$ cat src/rtl/pipe_hazard_ctrl_pkg.sv
// Shared encodings for the pipeline hazard controller: FSM states, PC select and
// forwarding source codes.
package pipe_hazard_ctrl_pkg;

  typedef enum logic [1:0] {
    ST_RUN      = 2'd0,
    ST_MEM_WAIT = 2'd1,
    ST_EXC      = 2'd2
  } state_t;

  localparam logic [1:0] SEL_SEQ = 2'b00;
  localparam logic [1:0] SEL_BR  = 2'b01;
  localparam logic [1:0] SEL_J   = 2'b10;
  localparam logic [1:0] SEL_EXC = 2'b11;

  localparam logic [1:0] FWD_RF  = 2'b00;
  localparam logic [1:0] FWD_MEM = 2'b01;
  localparam logic [1:0] FWD_WB  = 2'b10;

endpackage

$ cat src/rtl/pipe_hazard_ctrl_fwd.sv
// Operand forwarding select for one EX source register; the MEM-stage result
// takes priority over the older WB-stage result.
module pipe_fwd_unit
  import pipe_hazard_ctrl_pkg::*;
(
  input  logic [4:0] src,
  input  logic [4:0] mem_rw,
  input  logic       mem_regwr,
  input  logic [4:0] wb_rw,
  input  logic       wb_regwr,
  output logic [1:0] fwd
);

  always_comb begin
    fwd = FWD_RF;
    if (mem_regwr && (mem_rw != 5'd0) && (mem_rw == src)) begin
      fwd = FWD_MEM;
    end else if (wb_regwr && (wb_rw != 5'd0) && (wb_rw == src)) begin
      fwd = FWD_WB;
    end
  end

endmodule

$ cat src/rtl/pipe_hazard_ctrl.sv
// Pipeline hazard controller: stall/flush/redirect sequencing, memory-wait timeout,
// exception entry, operand forwarding and stall statistics. State updates on the falling edge.
module pipe_hazard_ctrl
  import pipe_hazard_ctrl_pkg::*;
#(
  parameter int MEM_TIMEOUT = 15
) (
  input  logic        clk,
  input  logic        rst,
  input  logic [4:0]  id_rs,
  input  logic [4:0]  id_rt,
  input  logic        id_uses_rt,
  input  logic [4:0]  ex_rw,
  input  logic        ex_regwr,
  input  logic        ex_memtoreg,
  input  logic [4:0]  mem_rw,
  input  logic        mem_regwr,
  input  logic        mem_branch,
  input  logic        mem_zero,
  input  logic        mem_jump,
  input  logic        mem_overflow,
  input  logic        mem_req,
  input  logic        mem_ready,
  input  logic [4:0]  wb_rw,
  input  logic        wb_regwr,
  input  logic        exc_ack,
  output logic        pc_en,
  output logic        ifid_en,
  output logic        idex_en,
  output logic        exmem_en,
  output logic        ifid_flush,
  output logic        idex_flush,
  output logic        exmem_flush,
  output logic [1:0]  pc_sel,
  output logic [1:0]  fwd_a,
  output logic [1:0]  fwd_b,
  output logic        exc_pending,
  output logic        mem_timeout,
  output logic [15:0] stall_cnt
);

  localparam int WCNT_W = $clog2(MEM_TIMEOUT + 2);
  localparam logic [WCNT_W-1:0] WCNT_ONE = WCNT_W'(1);
  localparam logic [WCNT_W-1:0] WCNT_MAX = WCNT_W'(MEM_TIMEOUT);

  function automatic logic [15:0] sat_inc16(input logic [15:0] v);
    return (v == 16'hFFFF) ? v : v + 16'd1;
  endfunction

  state_t            state, state_nxt;
  logic [WCNT_W-1:0] wcnt, wcnt_nxt, wcnt_inc;
  logic              set_exc, set_timeout;
  logic              exc_ev, mem_stall, redirect, load_use;

  assign exc_ev    = mem_overflow & mem_regwr;
  assign mem_stall = mem_req & ~mem_ready;
  assign redirect  = mem_jump | (mem_branch & mem_zero);
  assign load_use  = ex_memtoreg & ex_regwr & (ex_rw != 5'd0) &
                     ((ex_rw == id_rs) | (id_uses_rt & (ex_rw == id_rt)));
  assign wcnt_inc  = wcnt + WCNT_ONE;

  pipe_fwd_unit u_fwd_a (
    .src       (id_rs),
    .mem_rw    (mem_rw),
    .mem_regwr (mem_regwr),
    .wb_rw     (wb_rw),
    .wb_regwr  (wb_regwr),
    .fwd       (fwd_a)
  );

  pipe_fwd_unit u_fwd_b (
    .src       (id_rt),
    .mem_rw    (mem_rw),
    .mem_regwr (mem_regwr),
    .wb_rw     (wb_rw),
    .wb_regwr  (wb_regwr),
    .fwd       (fwd_b)
  );

  always_ff @(negedge clk) begin
    if (rst) begin
      state <= ST_RUN;
    end else begin
      state <= state_nxt;
    end
  end

  always_comb begin
    state_nxt   = state;
    wcnt_nxt    = wcnt;
    set_exc     = 1'b0;
    set_timeout = 1'b0;
    case (state)
      ST_RUN: begin
        if (exc_ev) begin
          state_nxt = ST_EXC;
          set_exc   = 1'b1;
        end else if (mem_stall) begin
          state_nxt = ST_MEM_WAIT;
          wcnt_nxt  = WCNT_ONE;
        end
      end
      ST_MEM_WAIT: begin
        if (mem_ready) begin
          state_nxt = ST_RUN;
          wcnt_nxt  = '0;
        end else if (wcnt_inc >= WCNT_MAX) begin
          // Forced release: memory never answered within the allowed window.
          state_nxt   = ST_RUN;
          wcnt_nxt    = '0;
          set_timeout = 1'b1;
        end else begin
          wcnt_nxt = wcnt_inc;
        end
      end
      ST_EXC:  state_nxt = ST_RUN;
      default: state_nxt = ST_RUN;
    endcase
  end

  always_comb begin
    pc_en       = 1'b1;
    ifid_en     = 1'b1;
    idex_en     = 1'b1;
    exmem_en    = 1'b1;
    ifid_flush  = 1'b0;
    idex_flush  = 1'b0;
    exmem_flush = 1'b0;
    pc_sel      = SEL_SEQ;
    case (state)
      ST_RUN: begin
        if (exc_ev) begin
          ifid_flush  = 1'b1;
          idex_flush  = 1'b1;
          exmem_flush = 1'b1;
          pc_sel      = SEL_EXC;
        end else if (mem_stall) begin
          pc_en    = 1'b0;
          ifid_en  = 1'b0;
          idex_en  = 1'b0;
          exmem_en = 1'b0;
        end else if (redirect) begin
          // The redirect flushes the dependent instruction, so any load-use stall is moot.
          ifid_flush  = 1'b1;
          idex_flush  = 1'b1;
          exmem_flush = 1'b1;
          pc_sel      = mem_jump ? SEL_J : SEL_BR;
        end else if (load_use) begin
          pc_en      = 1'b0;
          ifid_en    = 1'b0;
          idex_flush = 1'b1;
        end
      end
      ST_MEM_WAIT: begin
        if (!mem_ready) begin
          pc_en    = 1'b0;
          ifid_en  = 1'b0;
          idex_en  = 1'b0;
          exmem_en = 1'b0;
        end
      end
      ST_EXC:  ifid_flush = 1'b1;
      default: ;
    endcase
  end

  always_ff @(negedge clk) begin
    if (rst) begin
      wcnt        <= '0;
      stall_cnt   <= 16'd0;
      exc_pending <= 1'b0;
      mem_timeout <= 1'b0;
    end else begin
      wcnt <= wcnt_nxt;
      if (!pc_en) begin
        stall_cnt <= sat_inc16(stall_cnt);
      end
      if (set_exc) begin
        exc_pending <= 1'b1;
      end else if (exc_ack) begin
        exc_pending <= 1'b0;
      end
      if (set_timeout) begin
        mem_timeout <= 1'b1;
      end
    end
  end

endmodule

$ cat config.mk
export PLATFORM = sky130hd
export DESIGN_NAME = pipe_hazard_ctrl
export DESIGN_NICKNAME = d
export VERILOG_FILES = /design/src/rtl/pipe_hazard_ctrl_pkg.sv /design/src/rtl/pipe_hazard_ctrl_fwd.sv /design/src/rtl/pipe_hazard_ctrl.sv
export SDC_FILE = /design/constraint.sdc
export NUM_CORES = 1
export LEC_CHECK = 0
export BUFFER_PORTS_ARGS = -buffer_cell sky130_fd_sc_hd__buf_4
export CORE_MARGIN = 1
export CORE_UTILIZATION = 49
export DETAILED_ROUTE_END_ITERATION = 6
export PLACE_DENSITY = 0.8
export SYNTH_ARGS = -nofsm -noshare
export SYNTH_HDL_FRONTEND = slang
export SYNTH_SLANG_ARGS = --single-unit
$ cat constraint.sdc
create_clock -name clk -period 2.1 [get_ports clk]
set_input_delay 0.315 -clock clk [delete_from_list [all_inputs] [get_ports clk]]
set_output_delay 0.315 -clock clk [all_outputs]
set_load 0.01 [all_outputs]
==> summary by stage, run 1 <==
Floorplan
The count of pins on the block boundary is 70. Once the floorplan was initialized, standard cells occupied 52.7% of the core. The floorplan step set the die height to 62.9 microns.

The die is 62.9 microns wide. The cell row count is 21.

Yosys
The primary flip-flop cell chosen by synthesis mapping is sky130_fd_sc_hd__dfxtp_1. Counting every net in the synthesized netlist gives about 270. The netlist area before placement is approximately 1800 sq um. Synthesis produced a netlist whose cell count is 227. The most area-hungry cell type in the Yosys netlist is sky130_fd_sc_hd__dfxtp_1.

The part of the Yosys area used for sequential elements is 27.6%. The total of flip-flops plus latches after synthesis is 25. The number of library cell types mapped by synthesis is 48.

The average cell area after synthesis is 7.99 sq um. The total of warnings raised by yosys is 0. Sorting the synthesized cells by area gives the leading types as sky130_fd_sc_hd__dfxtp_1 28%, sky130_fd_sc_hd__xnor2_1 7.7%, sky130_fd_sc_hd__xor2_1 7.2%.

The most common cell in the synthesized netlist is sky130_fd_sc_hd__dfxtp_1. The share of synthesized area in the top cell type comes to between 20% and 30%. The post-synthesis async set-or-reset flop share is 0%. The number of synthesized flops with an enable pin is 0. By count the netlist is led by 25 x sky130_fd_sc_hd__dfxtp_1, 20 x sky130_fd_sc_hd__nand2_1, 19 x sky130_fd_sc_hd__nor2_1, 16 x sky130_fd_sc_hd__xnor2_1, 15 x sky130_fd_sc_hd__xor2_1.

STA
The worst endpoint pin kind is a sequential cell input. The end pin of the worst setup path after global-route repair is stall_cnt[6]$_SDFFE_NP0P_/D.

Global route
The largest net degree at the start of global routing is 16.

Outcome
It got as far as 5_1_grt and failed there. The tool reported: "[ERROR DPL-0038] Utilization greater than 100%, impossible to legalize". The run stopped with a tool error.

CTS
The buffer depth of the longest clock path is 2. CTS built an H-tree with a depth of 1. Clock tree synthesis found a total of 25 sinks. The number of clock buffers added by TritonCTS is 3. The tree is rooted in a sky130_fd_sc_hd__clkbuf_8.

Placement
The congestion estimate from routability-driven global placement came to 0.921. The HPWL after detailed placement is 4.32 mm. Port buffering added slightly below 70 buffers.

The total placed instance area is 2710 sq um.
## through the flow
stage	util, %	hold slack [ns]	instances	setup WS [ns]
after global placement	78.7	0.471	375	-0.974
after floorplan	-	0.458	227	-0.711
after detailed placement	78.7	0.464	375	-1.01
after CTS	93.9	0.471	425	-0.656
## repair_timing
item | in CTS
buffers inserted | 22
pin swaps | 15
hold buffers | 0
endpoints found under the setup margin | 46
gates resized for setup | 70
## cells by family after synthesis
kind of cell             share of synthesized area, %
AND/OR/NAND/NOR                                  28.1
flip-flops                                       27.6
XOR/XNOR                                         15.0
multiplexers                                     3.03
adder cells (fa/ha/maj)                          2.07
buffers and inverters                            5.24
AO/OA/AOI/OAI                                    19.0
==> run 2: changes to the inputs <==
--- a/config.mk
+++ b/config.mk
@@ -7,9 +7,9 @@
 export LEC_CHECK = 0
 export BUFFER_PORTS_ARGS = -buffer_cell sky130_fd_sc_hd__buf_4
 export CORE_MARGIN = 1
-export CORE_UTILIZATION = 49
+export CORE_UTILIZATION = 35
 export DETAILED_ROUTE_END_ITERATION = 6
-export PLACE_DENSITY = 0.8
+export PLACE_DENSITY_LB_ADDON = 0.15
 export SYNTH_ARGS = -nofsm -noshare
 export SYNTH_HDL_FRONTEND = slang
 export SYNTH_SLANG_ARGS = --single-unit
==> run 2 against run 1 <==
Effect of this change: the flow now finishes, with violations (negative setup slack); synthesized area unchanged; synthesized cell count unchanged.
==> summary by stage, run 2 <==
Yosys
By area the synthesized netlist is led by sky130_fd_sc_hd__dfxtp_1 28%, sky130_fd_sc_hd__xnor2_1 7.7%, sky130_fd_sc_hd__xor2_1 7.2%. The number of library cell types mapped by synthesis is between 40 and 50. The primary flip-flop cell chosen by synthesis mapping is sky130_fd_sc_hd__dfxtp_1. The biggest area contributor in the post-synthesis netlist is sky130_fd_sc_hd__dfxtp_1. The average cell area after synthesis is between 7 and 8 sq um. By count the netlist is led by 25 x sky130_fd_sc_hd__dfxtp_1, 20 x sky130_fd_sc_hd__nand2_1, 19 x sky130_fd_sc_hd__nor2_1, 16 x sky130_fd_sc_hd__xnor2_1, 15 x sky130_fd_sc_hd__xor2_1.

The number of instances in the synthesized netlist is around 230. When the netlist entered floorplanning its net count stood at 269. The most common cell in the synthesized netlist is sky130_fd_sc_hd__dfxtp_1.

The post-synthesis async set-or-reset flop share is 0%. In this run, synthesis produced a sequential element count of 25. After synthesis, the largest area contributor takes up between 20 and 30% of total cell area. The total of warnings raised by yosys is 0. Counting flops with a built-in enable in the synthesized netlist gives 0.

Sequential elements use 27.6% of the synthesized area. After synthesis the cells add up to about 1800 sq um.

Pwr
The switching power is 534 uW. The share of total power dissipated in sequential elements is 32.9%. The clock network is responsible for 35.7% of the overall power. The power density of the placed cells is 411 nW/um^2. VDD sags by at most 0.000320 V. The combinational fraction of design power is 31.5%. The switching power as a share of total power is a little over a third. The analysis attributes to cell leakage a power of 1.62 nW. The internal power contribution is 947 uW.

Floorplan
The floorplan die height is 74.0 microns. In this run the horizontal extent of the chip is 74.0 microns. During I/O placement, the number of pins put on the boundary was 70. The core outline area is about 4800 sq um. The cell row count is 25. The floorplan step defined a die boundary enclosing 5480 sq um. The starting utilization of the core area is 37.4%.

Global route
The largest net degree at the start of global routing is 16. The initial antenna violation count is 0. For this run the aggregate overflow at the end of global routing stands at 0. The via count of the first global-routing pass came to 2331.

The total track usage is about a quarter. The global-route wire length before repair is approximately 10 mm.

Critical path
The most repeated library cell on the critical path is sky130_fd_sc_hd__buf_6. The delay of the slowest critical-path stage is about 0.50 ns. The slowest stage of the critical path belongs to the cell sky130_fd_sc_hd__or4_4. Together, buffers and inverters on the worst path number 3. Walking the worst path, the cells encountered are buf_6 -> a221o_1 -> nor3_4 -> a31oi_4 -> buf_6 -> buf_16 -> or4_4 -> a21oi_2. The worst endpoint data arrival time is 2.09 ns. Data on the critical path is required at its endpoint by 1.33 ns. The top cell family by delay on the critical path is simple AND/OR/NAND/NOR gates. The worst setup path is captured at a register. The internal reg-to-reg setup slack is ~0.10 ns. The launching element type of the critical path is an input pin.

The startpoint-to-endpoint class of the critical path is input pin to register. The largest fanout on the critical path is 4.

Layout
The number of nets in the layout is ~440. Once layout is complete, the cells apart from fillers number roughly 470. Cells fill 74.3% of the core in the end. The largest registers in the layout are stall_cnt: 16 flops, wcnt: 5 flops, state: 2 flops. Compared with the post-synthesis result, the final layout area differs by 98.6%. The number of antenna diodes in the final layout is 0. The most common library cell in the layout ignoring fill and taps is sky130_fd_sc_hd__buf_4. The register with the most flip-flops in the layout has 16 of them. Leaving out fill and tap cells, the most frequent cells in the layout are 106 x sky130_fd_sc_hd__buf_4, 40 x sky130_fd_sc_hd__buf_6, 32 x sky130_fd_sc_hd__inv_1. The most flop-heavy register is stall_cnt. The post-route netlist has 58.0% of its cells at a drive strength greater than 1.

CTS
In this run the clock root is driven by a sky130_fd_sc_hd__clkbuf_8. At the later pin of the worst-skew pair, clock insertion delay measures 0.38 ns. The TritonCTS clock tree is done. The clock transition time at the flip-flop clock pins of the worst setup and hold paths is about 0.050 ns. The clock sink count is 25. The buffer depth of the longest clock path is 2. The cts-stage hold buffer count is 0. CTS built an H-tree with a depth of 1. The number of buffers added by the clock tree synthesis step is 3.

Route
Once detail routing completed, the nets flagged for antenna violations numbered 0. The total number of vias is 2352. In the final routed layout, each cell accounts on average for 14.9 microns. The detailed router put a total of around 2.9 mm of wire on met1. For this run, the detailed router's first-pass iteration total came to 4. The detailed router finished its first iteration with ~110 violations. Summed over all layers, the routed wires come to 6.93 mm. Dividing the detail-routed via count by the number of cells gives 5.06. The post-detailed-route DRC marker count is 0.

The top layer reached by signal wires is met4. The met3 wire length is 357 microns. The length of routed met2 wiring is 3.64 mm.

STA
The max-slew headroom at the worst pin is 69.5%. The worst-case setup margin in the final layout is -0.751 ns. On the final layout, the worst hold slack is around 0.47 ns.

Between clock sinks in the finished design, the worst skew comes to 0.0434 ns. The number of hold violations in the final report is 0. The count of final max-slew check failures came to 0. Setup repair after global routing could not meet its margin everywhere. Setup violations remaining at the end of the flow were counted as 44.

At the pin with the least slew margin, the transition time is roughly 0.45 ns.

Placement
The HPWL after detailed placement is approximately 4.3 mm. During placement, the flow inserted port buffers numbering 69. At the end of routability-driven placement, the weighted congestion stood at approximately 0.83.

Prior to clock tree synthesis, the placed netlist has a worst setup slack of -0.961 ns. The placed cell count is 403.

Outcome
The final reports fail on negative setup slack. The run finished, with violations left.

Flow run
The number of max-capacitance violations reported is 0.

Hold path
The path class of the tightest hold or removal check is register to register.
==> run 2: cells by family (layout without fill, tap and decap cells) <==
| logic type | after synthesis | count (layout) | synth area share, % |
|---|---|---|---|
| AO/OA/AOI/OAI | 48 | 48 | 19.0 |
| AND/OR/NAND/NOR | 98 | 98 | 28.1 |
| flip-flops | 25 | 25 | 27.6 |
| multiplexers | 5 | 5 | 3.03 |
| adder cells (fa/ha/maj) | 3 | 3 | 2.07 |
| buffers and inverters | 17 | 188 | 5.24 |
| XOR/XNOR | 31 | 31 | 15.0 |
==> run 2: final timing paths <==
| kind | cells after the start | start | to |
|---|---|---|---|
| max | 8 | mem_regwr | stall_cnt[10] |
| min | 2 | mem_timeout | mem_timeout |
| max reg2reg | 7 | wcnt[1] | wcnt[3] |
| min reg2reg | 2 | mem_timeout | mem_timeout |
==> run 2: routing by layer <==
layer	track usage, %	up-vias
met5	0	-
met3	5.56	10
met4	8.33	0
li1	-	1157
met2	44.9	69
met1	28.9	1116
==> run 2: what timing repair did <==
item                                   4_1_cts  5_1_grt
gates resized for setup                     75       38
pin swaps                                   26       19
setup endpoints to repair                   45       50
buffers inserted                            24       12
cloned                                       2        0
endpoints found under the hold margin        0        0
==> run 2: cell type report <==
class | count | area, sq um
well taps | 67 | 83.8
fillers | 354 | 1240
flip-flops and latches | 25 | 541
clock buffers | 3 | 41.3
inverters | 8 | 30.0
repair buffers | 151 | 1350
clock inverters | 26 | 103
multi-input cells | 185 | 1460
==> run 2: worst reg2reg max path, stage by stage (launching register included) <==
cell and delay, ns:
sky130_fd_sc_hd__dfxtp_1 0.41, sky130_fd_sc_hd__ha_2 0.27, sky130_fd_sc_hd__and3b_1 0.18, sky130_fd_sc_hd__o21ai_0 0.14, sky130_fd_sc_hd__a22oi_1 0.10, sky130_fd_sc_hd__o21a_1 0.27, sky130_fd_sc_hd__or3_1 0.40, sky130_fd_sc_hd__o21ai_1 0.15
==> run 2: metrics by stage <==
stage               instance area (sq um)  TNS [ns]  power (mW)
CTS                                  3410    -16.34        1.44
detailed placement                   2800    -18.45       0.931
global route                         3600    -18.85        1.57
floorplan                            1880    -12.63       0.735
global placement                     2800    -18.08       0.927
finish                               3600    -17.18        1.48
==> run 2: power groups by stage <==
stage / Sequential (mW) / Combinational, mW / Clock (mW)
floorplan: 0.502 / 0.157 / 0.0757
detailed placement: 0.501 / 0.354 / 0.0757
global route: 0.487 / 0.497 / 0.589
CTS: 0.488 / 0.432 / 0.522
finish: 0.487 / 0.466 / 0.528
global placement: 0.501 / 0.351 / 0.0757
Power figures use the tool's default switching activity.
